==> src/rtl/xgmii_pkg.sv <==
// Shared XGMII definitions: control codes, preamble bytes, deframer states and
// small lane/byte helpers.
package xgmii_pkg;

  localparam logic [7:0] XgmiiIdle  = 8'h07;
  localparam logic [7:0] XgmiiStart = 8'hFB;
  localparam logic [7:0] XgmiiTerm  = 8'hFD;
  localparam logic [7:0] XgmiiError = 8'hFE;
  localparam logic [7:0] XgmiiPre   = 8'h55;
  localparam logic [7:0] XgmiiSfd   = 8'hD5;

  typedef enum logic [2:0] {
    StIdle,
    StShiftChk,
    StAligned,
    StShifted,
    StFlush
  } rx_state_e;

  // Contiguous keep for n bytes starting at lane 0 (n = 0..8).
  function automatic logic [7:0] keep_mask(input logic [3:0] n);
    logic [7:0] m;
    for (int i = 0; i < 8; i++) begin
      m[i] = (4'(i) < n);
    end
    return m;
  endfunction

  function automatic logic [63:0] byte_mask(input logic [7:0] keep);
    logic [63:0] m;
    for (int i = 0; i < 8; i++) begin
      m[8*i +: 8] = {8{keep[i]}};
    end
    return m;
  endfunction

  function automatic logic [15:0] sat_add(input logic [15:0] a, input logic [3:0] b);
    logic [16:0] s;
    s = {1'b0, a} + {13'd0, b};
    return s[16] ? 16'hFFFF : s[15:0];
  endfunction

endpackage

==> src/rtl/xgmii_rx_deframer_if.sv <==
// AXI-Stream style output bundle of the deframer (no tready: XGMII cannot stall).
interface xgmii_rx_deframer_if;
  logic [63:0] tdata;
  logic [7:0]  tkeep;
  logic        tvalid;
  logic        tlast;
  logic        tuser;

  modport master (output tdata, tkeep, tvalid, tlast, tuser);
  modport slave  (input  tdata, tkeep, tvalid, tlast, tuser);
endinterface

==> src/rtl/xgmii_lane_scan.sv <==
// Per-word lane classifier: lowest control lane, its code, and an all-data flag.
module xgmii_lane_scan
  import xgmii_pkg::*;
(
  input  logic [63:0] rxd,
  input  logic [7:0]  rxc,
  output logic [2:0]  ctrl_idx,
  output logic [7:0]  ctrl_code,
  output logic        all_data
);

  always_comb begin
    ctrl_idx  = 3'd0;
    ctrl_code = XgmiiIdle;
    all_data  = (rxc == 8'h00);
    // Scan high to low so the lowest control lane wins.
    for (int i = 7; i >= 0; i--) begin
      if (rxc[i]) begin
        ctrl_idx  = 3'(i);
        ctrl_code = rxd[8*i +: 8];
      end
    end
  end

endmodule

==> src/rtl/xgmii_rx_deframer.sv <==
// XGMII receive deframer: start detection in lane 0/4, preamble strip, lane
// realignment, terminate/error handling, length check and frame counters.
module xgmii_rx_deframer
  import xgmii_pkg::*;
#(
  parameter int unsigned MIN_LEN = 64,
  parameter int unsigned MAX_LEN = 1518
) (
  input  logic                       clk,
  input  logic                       rst,
  input  logic [63:0]                xgmii_rxd,
  input  logic [7:0]                 xgmii_rxc,
  xgmii_rx_deframer_if.master        m_axis,
  output logic [31:0]                rx_frames,
  output logic [31:0]                rx_errors
);

  localparam logic [63:0] StartAlignedWord = {XgmiiSfd, {6{XgmiiPre}}, XgmiiStart};
  localparam logic [63:0] StartShiftedWord = {{3{XgmiiPre}}, XgmiiStart, {4{XgmiiIdle}}};
  localparam logic [31:0] ShiftTailWord    = {XgmiiSfd, {3{XgmiiPre}}};

  rx_state_e   state_q, state_d;
  logic [31:0] carry_q;
  logic [2:0]  rem_q, rem_d;
  logic [15:0] cnt_q, cnt_d;
  logic        err_q, err_d;

  logic        hold_valid_q, hold_valid_d;
  logic [63:0] hold_data_q, hold_data_d;
  logic [7:0]  hold_keep_q, hold_keep_d;
  logic        hold_last_q, hold_last_d;
  logic        hold_user_q, hold_user_d;

  logic        out_valid_q, out_valid_d;
  logic [63:0] out_data_q, out_data_d;
  logic [7:0]  out_keep_q, out_keep_d;
  logic        out_last_q, out_last_d;
  logic        out_user_q, out_user_d;

  logic [31:0] frames_q, frames_d;
  logic [31:0] errors_q, errors_d;

  logic [2:0]  scan_idx;
  logic [7:0]  scan_code;
  logic        scan_all_data;

  logic        start_aligned, start_shifted, shift_ok;
  logic [63:0] asm_word;
  logic [3:0]  frag_n;
  logic [15:0] total;
  logic        err_now;
  logic        emit, emit_last, emit_user;
  logic        load, load_last, load_user;
  logic [63:0] load_data;
  logic [7:0]  load_keep;

  xgmii_lane_scan u_lane_scan (
    .rxd       (xgmii_rxd),
    .rxc       (xgmii_rxc),
    .ctrl_idx  (scan_idx),
    .ctrl_code (scan_code),
    .all_data  (scan_all_data)
  );

  function automatic logic len_bad(input logic [15:0] n);
    return ({16'd0, n} < MIN_LEN) || ({16'd0, n} > MAX_LEN);
  endfunction

  assign start_aligned = (xgmii_rxc == 8'h01) && (xgmii_rxd == StartAlignedWord);
  assign start_shifted = (xgmii_rxc == 8'h1F) && (xgmii_rxd == StartShiftedWord);
  assign shift_ok      = (xgmii_rxc == 8'h00) && (xgmii_rxd[31:0] == ShiftTailWord);

  // Shifted frames take the upper half of the previous word as the low 4 bytes.
  assign asm_word = (state_q == StShifted) ? {xgmii_rxd[31:0], carry_q} : xgmii_rxd;
  assign frag_n   = {1'b0, scan_idx} + ((state_q == StShifted) ? 4'd4 : 4'd0);
  assign total    = sat_add(cnt_q, frag_n);
  assign err_now  = (scan_code != XgmiiTerm);

  always_comb begin
    state_d      = state_q;
    cnt_d        = cnt_q;
    err_d        = err_q;
    rem_d        = rem_q;
    hold_valid_d = hold_valid_q;
    hold_data_d  = hold_data_q;
    hold_keep_d  = hold_keep_q;
    hold_last_d  = hold_last_q;
    hold_user_d  = hold_user_q;
    out_valid_d  = 1'b0;
    out_data_d   = '0;
    out_keep_d   = '0;
    out_last_d   = 1'b0;
    out_user_d   = 1'b0;
    frames_d     = frames_q;
    errors_d     = errors_q;
    // A finished frame's final word drains regardless of what arrives now.
    emit         = hold_valid_q & hold_last_q;
    emit_last    = hold_last_q;
    emit_user    = hold_user_q;
    load         = 1'b0;
    load_data    = '0;
    load_keep    = '0;
    load_last    = 1'b0;
    load_user    = 1'b0;

    unique case (state_q)
      StIdle, StFlush: begin
        if (state_q == StFlush) begin
          emit      = hold_valid_q;
          load      = 1'b1;
          load_keep = keep_mask({1'b0, rem_q});
          load_data = {32'd0, carry_q} & byte_mask(load_keep);
          load_last = 1'b1;
          load_user = err_q | len_bad(sat_add(cnt_q, {1'b0, rem_q}));
          state_d   = StIdle;
        end
        if (start_aligned) begin
          state_d = StAligned;
          cnt_d   = '0;
          err_d   = 1'b0;
        end else if (start_shifted) begin
          state_d = StShiftChk;
          cnt_d   = '0;
          err_d   = 1'b0;
        end
      end

      StShiftChk: begin
        state_d = shift_ok ? StShifted : StIdle;
      end

      StAligned, StShifted: begin
        emit = hold_valid_q;
        if (scan_all_data) begin
          load      = 1'b1;
          load_data = asm_word;
          load_keep = 8'hFF;
          cnt_d     = sat_add(cnt_q, 4'd8);
        end else if (frag_n == 4'd0) begin
          // Nothing follows the held word; empty frames produce no output.
          if (!hold_last_q) begin
            emit_last = 1'b1;
            emit_user = err_now | len_bad(cnt_q);
          end
          state_d = StIdle;
        end else if (frag_n <= 4'd8) begin
          load      = 1'b1;
          load_keep = keep_mask(frag_n);
          load_data = asm_word & byte_mask(load_keep);
          load_last = 1'b1;
          load_user = err_now | len_bad(total);
          state_d   = StIdle;
        end else begin
          // Carry plus terminator fragment overflows one word: split it.
          load      = 1'b1;
          load_data = asm_word;
          load_keep = 8'hFF;
          cnt_d     = sat_add(cnt_q, 4'd8);
          rem_d     = 3'(frag_n - 4'd8);
          err_d     = err_now;
          state_d   = StFlush;
        end
      end

      default: state_d = StIdle;
    endcase

    if (emit) begin
      out_valid_d  = 1'b1;
      out_data_d   = hold_data_q;
      out_keep_d   = hold_keep_q;
      out_last_d   = emit_last;
      out_user_d   = emit_last & emit_user;
      hold_valid_d = 1'b0;
      if (emit_last) begin
        frames_d = frames_q + 32'd1;
        if (emit_user) begin
          errors_d = errors_q + 32'd1;
        end
      end
    end

    if (load) begin
      hold_valid_d = 1'b1;
      hold_data_d  = load_data;
      hold_keep_d  = load_keep;
      hold_last_d  = load_last;
      hold_user_d  = load_user;
    end
  end

  always_ff @(posedge clk) begin
    if (rst) begin
      state_q      <= StIdle;
      carry_q      <= '0;
      rem_q        <= '0;
      cnt_q        <= '0;
      err_q        <= 1'b0;
      hold_valid_q <= 1'b0;
      hold_data_q  <= '0;
      hold_keep_q  <= '0;
      hold_last_q  <= 1'b0;
      hold_user_q  <= 1'b0;
      out_valid_q  <= 1'b0;
      out_data_q   <= '0;
      out_keep_q   <= '0;
      out_last_q   <= 1'b0;
      out_user_q   <= 1'b0;
      frames_q     <= '0;
      errors_q     <= '0;
    end else begin
      state_q      <= state_d;
      carry_q      <= xgmii_rxd[63:32];
      rem_q        <= rem_d;
      cnt_q        <= cnt_d;
      err_q        <= err_d;
      hold_valid_q <= hold_valid_d;
      hold_data_q  <= hold_data_d;
      hold_keep_q  <= hold_keep_d;
      hold_last_q  <= hold_last_d;
      hold_user_q  <= hold_user_d;
      out_valid_q  <= out_valid_d;
      out_data_q   <= out_data_d;
      out_keep_q   <= out_keep_d;
      out_last_q   <= out_last_d;
      out_user_q   <= out_user_d;
      frames_q     <= frames_d;
      errors_q     <= errors_d;
    end
  end

  assign m_axis.tvalid = out_valid_q;
  assign m_axis.tdata  = out_data_q;
  assign m_axis.tkeep  = out_keep_q;
  assign m_axis.tlast  = out_last_q;
  assign m_axis.tuser  = out_user_q;
  assign rx_frames     = frames_q;
  assign rx_errors     = errors_q;

endmodule
==> src/flat_wrapper.sv <==
// flat-port wrapper written by rule: the top's interface ports become plain ports
module xgmii_rx_deframer_flat import xgmii_pkg::*;
#(
  parameter int unsigned MIN_LEN = 64,
  parameter int unsigned MAX_LEN = 1518
)
  (clk, rst, xgmii_rxd, xgmii_rxc, rx_frames, rx_errors, m_axis_tdata, m_axis_tkeep, m_axis_tvalid, m_axis_tlast, m_axis_tuser);
  xgmii_rx_deframer_if m_axis_i ();
  input  logic clk;
  input  logic rst;
  input  logic [63:0] xgmii_rxd;
  input  logic [7:0] xgmii_rxc;
  output logic [31:0] rx_frames;
  output logic [31:0] rx_errors;
  output wire logic [$bits(m_axis_i.tdata)-1:0] m_axis_tdata;
  output wire logic [$bits(m_axis_i.tkeep)-1:0] m_axis_tkeep;
  output wire logic [$bits(m_axis_i.tvalid)-1:0] m_axis_tvalid;
  output wire logic [$bits(m_axis_i.tlast)-1:0] m_axis_tlast;
  output wire logic [$bits(m_axis_i.tuser)-1:0] m_axis_tuser;
  assign m_axis_tdata = m_axis_i.tdata;
  assign m_axis_tkeep = m_axis_i.tkeep;
  assign m_axis_tvalid = m_axis_i.tvalid;
  assign m_axis_tlast = m_axis_i.tlast;
  assign m_axis_tuser = m_axis_i.tuser;
  xgmii_rx_deframer #(.MIN_LEN(MIN_LEN), .MAX_LEN(MAX_LEN)) u_core (.clk(clk), .rst(rst), .xgmii_rxd(xgmii_rxd), .xgmii_rxc(xgmii_rxc), .m_axis(m_axis_i), .rx_frames(rx_frames), .rx_errors(rx_errors));
endmodule
==> config.mk <==
export PLATFORM = sky130hd
export DESIGN_NAME = xgmii_rx_deframer_flat
export DESIGN_NICKNAME = d
export VERILOG_FILES = /design/src/rtl/xgmii_pkg.sv /design/src/rtl/xgmii_rx_deframer_if.sv /design/src/rtl/xgmii_lane_scan.sv /design/src/rtl/xgmii_rx_deframer.sv /design/src/flat_wrapper.sv
export SDC_FILE = /design/constraint.sdc
export NUM_CORES = 1
export LEC_CHECK = 0
export CAP_MARGIN = 20
export CELL_PAD_IN_SITES_DETAIL_PLACEMENT = 0
export CELL_PAD_IN_SITES_GLOBAL_PLACEMENT = 1
export CORE_ASPECT_RATIO = 0.75
export CORE_MARGIN = 1
export CORE_UTILIZATION = 43
export DETAILED_ROUTE_END_ITERATION = 8
export DONT_BUFFER_PORTS = 1
export PLACE_DENSITY_LB_ADDON = 0.1
export REMOVE_ABC_BUFFERS = 1
export SYNTH_ARGS = -nofsm -noshare
export SYNTH_HDL_FRONTEND = slang
export SYNTH_HIERARCHICAL = 1
export SYNTH_SLANG_ARGS = --single-unit
==> constraint.sdc <==
create_clock -name clk -period 4 [get_ports clk]
set_input_delay 0.8 -clock clk [delete_from_list [all_inputs] [get_ports clk]]
set_output_delay 0.8 -clock clk [all_outputs]
set_load 0.02 [all_outputs]
## Word level (Yosys, flattened, before mapping)

Cells that the tools add are included.
W data, S select, Z words.

| cells by class | value |
|---|---|
| $add $sub $neg | 7 |
| $mul | 0 |
| div/mod/pow operators | 0 |
| $lt $le $gt $ge | 22 |
| equal/unequal tests | 17 |
| shift-type cells | 0 |
| muxes and demuxes | 76 |
| bitwise gates (word level) | 11 |
| reduce and logical (&&, ||, !) cells | 20 |

Operators by type and width:

| operator | number |
|---|---|
| $mux W64 | 5 |
| $mux W16 | 8 |
| $pmux W64 S2 | 1 |
| $mux W8 | 11 |
| $add A32 B1 Y32 const B | 2 |
| $and A64 B64 Y64 | 1 |
| $eq A64 B63 Y1 const B | 1 |
| $eq A64 B64 Y1 const B | 1 |
| $and A32 B56 Y56 | 1 |
| $gt A16 B11 Y1 const B | 3 |
| $lt A16 B7 Y1 const B | 3 |
| $mux W3 | 15 |
| $eq A32 B32 Y1 const B | 1 |
| $pmux W16 S2 | 1 |
| $mux W1 | 26 |
| $add A16 B3 Y17 | 1 |
| $add A16 B4 Y17 | 1 |
| $add A16 B4 Y17 const B | 1 |
| $lt A3 B4 Y1 const A | 4 |
| $pmux W8 S2 | 1 |
| $pmux W1 S2 | 5 |
| $lt A3 B3 Y1 const A | 3 |
| $pmux W3 S3 | 1 |
| $eq A8 B1 Y1 const B | 1 |
| other kinds (32) | 55 |

| word-level totals | value |
|---|---|
| bits in registers | 269 |
| latch bits | 0 |
| memory bits (writable) | 0 |
| bits in read-only memories | 0 |
| input bits | 74 |
| output and inout port bits | 139 |
| logic and storage cells | 170 |
| memories | 0 |

## Longest topological paths before layout

| depth | value |
|---|---|
| depth after elaboration | 18 |
| mapped depth | 16 |
| depth with buffers taken out | 13 |

## Cells and area by module

The synthesis kept the hierarchy.

By module, submodules not included:

| module | times used | cells each | area an instance (µm²) | sequential area each (µm²) |
|---|---|---|---|---|
| xgmii_rx_deframer | 1 | 1305 | 11461.0 | 5345.1 |
| xgmii_lane_scan | 1 | 102 | 654.4 | 0.0 |

## Least setup slack after synthesis

No wires, ideal clock.

| timing path | value |
|---|---|
| path type | input-to-reg |
| start point | input port xgmii_rxc[3] |
| end point | register u_core.hold_user_q |
| library setup time | 0.132 ns |
| arrival time | 3.917 ns |
| required time | 3.868 ns |
| setup slack | -0.049 ns |
| stages | 14 |
| path buffers | 2 |
| cells stage by stage | buf_4 or2_2 nor3_1 inv_1 ha_1 ha_1 a21oi_1 maj3_2 buf_6 o31a_1 a211oi_2 nand4_1 nor4b_2 o32ai_1 |

| between the ends | value |
|---|---|
| cells in the longest elaborated chain, start to end | 14 |
| elaborated cells on any way between the ends | 26 |
| classes of those cells | add/sub: 2; order compare: 3; eq/ne: 1; mux: 16; bitwise: 1; reduce/logical: 3 |

RTL lines:

| element | RTL line | source |
|---|---|---|
| from (decl) | flat_wrapper.sv:12 | `input logic [7:0] xgmii_rxc;` |
| $mux W3 * (4 in series) | xgmii_lane_scan.sv:18 | `if (rxc[i]) begin` |
| via u_core.scan_idx[2] | xgmii_rx_deframer.sv:43 | `logic [2:0] scan_idx;` |
| $add A3 B3 Y4 * | xgmii_rx_deframer.sv:75 | `assign frag_n = {1'b0, scan_idx} + ((state_q == StShifted) ? 4'd4 : 4'd0);` |
| via u_core.frag_n[2] | xgmii_rx_deframer.sv:49 | `logic [3:0] frag_n;` |
| $add A16 B4 Y17 | xgmii_pkg.sv:39 | `s = {1'b0, a} + {13'd0, b};` |
| $mux W16 | xgmii_pkg.sv:40 | `return s[16] ? 16'hFFFF : s[15:0];` |
| $lt A16 B7 Y1 / $gt A16 B11 Y1 (equally long branches) | xgmii_rx_deframer.sv:66 | `return ({16'd0, n} < MIN_LEN) \|\| ({16'd0, n} > MAX_LEN);` |
| $logic_or A1 B1 Y1 | xgmii_rx_deframer.sv:66 |  |
| $or A1 B1 Y1 | xgmii_rx_deframer.sv:151 | `load_user = err_now \| len_bad(total);` |
| $mux W1 | xgmii_rx_deframer.sv:146 | `end else if (frag_n <= 4'd8) begin` |
| $mux W1 | xgmii_rx_deframer.sv:139 | `end else if (frag_n == 4'd0) begin` |
| $mux W1 | xgmii_rx_deframer.sv:134 | `if (scan_all_data) begin` |
| $pmux W1 S2 | xgmii_rx_deframer.sv:106 | `unique case (state_q)` |
| to (signal assigned) | xgmii_rx_deframer.sv:221 | `hold_user_q <= hold_user_d;` |
| to (decl) | xgmii_rx_deframer.sv:32 | `logic hold_user_q, hold_user_d;` |

The timed path passes the listed nets; every way through them passes the cells marked *.
A chain may end at the register's enable or synchronous reset.

## Final worst setup path

| timing path | value |
|---|---|
| start point | register u_core.state_q[2] |
| end point | register u_core.errors_q[26], in the netlist u_core/rx_errors[26] |

| between the ends | value |
|---|---|
| cells in the longest elaborated chain, start to end | 8 |
| elaborated cells on any way between the ends | 18 |
| classes of those cells | add/sub: 1; eq/ne: 3; mux: 9; reduce/logical: 5 |

RTL lines:

| element | RTL line | source |
|---|---|---|
| from (decl) | xgmii_rx_deframer.sv:22 | `rx_state_e state_q, state_d;` |
| from (signal assigned) | xgmii_rx_deframer.sv:194 | `state_q <= StIdle;` |
| from (signal assigned) | xgmii_rx_deframer.sv:212 | `state_q <= state_d;` |
| $eq A3 B2 Y1 | xgmii_rx_deframer.sv:75, xgmii_rx_deframer.sv:106 |  |
| $mux W3 | xgmii_rx_deframer.sv:75 |  |
| $add A3 B3 Y4 | xgmii_rx_deframer.sv:75 |  |
| $logic_not A4 Y1 | xgmii_rx_deframer.sv:139 |  |
| $mux W1 | xgmii_rx_deframer.sv:139 |  |
| $mux W1 | xgmii_rx_deframer.sv:134 |  |
| $mux W1 | xgmii_rx_deframer.sv:106 |  |
| $reduce_and A3 Y1 (no source line) * | n/a |  |
| to (signal assigned) | xgmii_rx_deframer.sv:228 | `errors_q <= errors_d;` |
| to (decl) | xgmii_rx_deframer.sv:41 | `logic [31:0] errors_q, errors_d;` |

Every way passes the cells marked *; elsewhere a longest branch is shown, timed or not.

==> run_results.csv <==
group,metric,value,unit
logic_synthesis,seq_area_frac_synth,44.12,%
logic_synthesis,synth_warnings,6,
critical_path,cpMaxStageDelayCell,"nand4_2",
clock_network,post_cts_buffers,0,
pwr,powerDensity,415.8,nW/um^2
global_routing,grt_pass1_vias,9491,
finish,fin_util,49.05,%
global_routing,grt_max_degree,197,
critical_path,path_buf_inv,2,
logic_synthesis,avgSynthCellArea,8.611,sq um
critical_path,worstSetupStartpointType,"register",
pwr,p_leak,0.004830,uW
clock_network,path_clk_slew,0.07,ns
drt,avgViaCountPerCell,5.878,
drt,vias,10305,
drt,dr.pass1.iters,6,
global_routing,grt_overflow,0,
critical_path,worst-setup-path-type,"reg2reg",
clock_network,clockBufferDepth,3,
finish,layout-drive-gt1-share,8.131,%
critical_path,arrival,3.93,ns
finish,num-nets-final,1471,
sta,setup-violations-final,0,
clock_network,cts.sinks,267,
sta,fin_skew,0.01636,ns
placement,dp_hpwl,25.71,mm
clock_network,cts-htree-levels,1,
clock_network,postCtsHoldBufs,0,
die,rows,52,
logic_synthesis,synth_seq_cells,267,
logic_synthesis,yosys-top-cells-count,"dfxtp_1 (267), nor2_1 (179), a21oi_1 (124)",
die,core,27330,sq um
global_routing,grt_pass1_wl,56.67,mm
worst_hold_path,worstHoldPathType,"in2reg",
die,ios,213,
logic_synthesis,yosysMostFrequentCell,"dfxtp_1",
finish,diodes,0,
logic_synthesis,postSynthCellCount,1407,
drt,ant_nets,0,
sta,hold_violations,0,
sta,period_minus_slack,3.488,ns
finish,areaGrowthSynthToFinish,10.63,%
sta,report.final.slew_viol_count,0,
logic_synthesis,synth_top_area_share,44.12,%
job,cap_viol_max_count,0,
sta,fmax,0.2867,GHz
clock_network,postCtsResizedCells,0,
critical_path,cp_max_fo,16,
die,die_area,28860,sq um
sta,hold_ws,0.3477,ns
clock_network,cts_buffers,27,
critical_path,cpPeakStageDelay,0.48,ns
clock_network,clock_insertion_delay_worst_skew,0.55,ns
critical_path,required,4.44,ns
sta,rsz0062_at_grt,"false",
critical_path,critPathCaptureType,"register",
placement,port_buffers,0,
die,die_h,147.4,microns
global_routing,track_usage,24.79,%
pwr,peakVddDrop,271.3,uV
sta,final.period_utilization,87.19,%
finish,fillCellCount,2702,
logic_synthesis,dominantRegCellSynth,"dfxtp_1",
clock_network,cts_tree,"built",
logic_synthesis,ys_top_cells_by_area,"dfxtp_1 (44%), nor2_1 (5.5%), a21oi_1 (5.1%), and2_1 (4.2%), nand2_1 (3.6%)",
drt,drtIter0Drc,1055,
drt,drt-total-wl,36.95,mm
logic_synthesis,syn_area,12120,sq um
drt,drc,0,
status,status,"finished, final reports clean",
placement,routabilityCongestion,0.8736,
die,dieWidth,195.8,microns
drt,wl_per_cell,21.08,microns
global_routing,antenna_found_initial,0,
die,initial_core_util,44.34,%
critical_path,path_delay_family,"simple AND/OR/NAND/NOR gates",
logic_synthesis,async_flop_share,0,%
sta,slew_headroom,42.29,%
clock_network,cts_root_buf,"clkbuf_16",
logic_synthesis,synth_area_leader_cell,"dfxtp_1",
logic_synthesis,synth.distinct_cells,90,
sta,worstMarginPinSlew,0.8639,ns
critical_path,worstPathCellList,"and2b_1 > and2_1 > inv_1 > buf_4 > ha_1 > nor4b_2 > a21o_1 > and3_1 > nand4_2 > nor4_1 > xnor2_1 > nor2_1",
logic_synthesis,synth_edf_count,0,
## metrics by stage
stage	cell area [sq um]	setup TNS (ns)	setup slack, ns	total power [uW]	cells
2_1_floorplan	11730	-14.53	-0.2882	2819	1324
3_3_place_gp	12420	0	0.1375	2845	1705
3_5_place_dp	12420	0	0.1229	2843	1705
4_1_cts	13400	0	0.5770	5628	1753
5_1_grt	13400	0	0.2334	5748	1753
6_report	13400	0	0.5124	5573	1753
## sequential cells by signal, summed over array words and instances (netlist names), 3 cells and up
register	count
u_core/hold_data_q	64
u_core/rem_q	3
u_core/state_q	3
u_core/rx_frames	32
u_core/m_axis.tdata	64
u_core/cnt_q	14
u_core/hold_keep_q	8
u_core/rx_errors	32
u_core/m_axis.tkeep	8
u_core/carry_q	32
## layout by cell type, fill, tap and decap left out, types with 29 or more instances in the layout
| master | Yosys | routed |
|---|---|---|
| a21oi_1 | 124 | 123 |
| a222oi_1 | 32 | 32 |
| and2_1 | 81 | 80 |
| buf_4 | 2 | 29 |
| dfxtp_1 | 267 | 267 |
| inv_1 | 34 | 34 |
| nand2_1 | 117 | 117 |
| nand3_1 | 32 | 32 |
| nor2_1 | 179 | 179 |
| nor2b_1 | 39 | 39 |
| nor3_1 | 30 | 30 |
| o21ai_0 | 40 | 40 |
| xnor2_1 | 45 | 45 |
## cells by family (layout without fill, tap and decap cells)
logic type	Yosys count	after routing	share of synthesized area [%]
AOI/OAI and AO/OA	291	291	15.62
xor gates and xnor gates	56	56	4.048
adders and majority gates	17	17	1.828
buffers and inverters	118	113	4.275
DFF	267	267	44.12
muxes	17	17	1.425
and+or+nand+nor	641	641	28.69
## metal layers
layer / global-route usage [%] / vias to the layer above / wire, microns
met5: 0 / - / 0
met1: 38.32 / 4916 / 17990
met4: 5.508 / 0 / 689
met2: 34.93 / 393 / 15020
li1: - / 4948 / -
met3: 4.798 / 48 / 3261
## area by class of cell
class	instances	area, sq um	area share [%]
clock inverter	10	197.7	1.475
clock buffer	38	787.0	5.872
multi-input combinational	1022	6265	46.74
sequential	267	5345	39.88
timing repair buffer	30	237.7	1.774
tap	351	439.2	3.277
inverter	35	131.4	0.9802
## final timing paths
check	startpoint	to	slack (ns)	cells after the start
worst max-delay path	u_core/state_q[2]	u_core/rx_errors[26]	0.51	12
worst min-delay path	rst	u_core/cnt_q[5]	0.35	1
worst max register to register	u_core/state_q[2]	u_core/rx_errors[26]	0.51	12
worst min register to register	u_core/hold_data_q[41]	u_core/m_axis.tdata[41]	0.45	1
## power by group
part           switching, uW  internal [uW]  total [uW]
clock network           1090           1700        2790
registers               4.29           2680        2680
logic                   51.0           54.7         106
total                   1140           4430        5570
(Power assumes the default switching activity.)
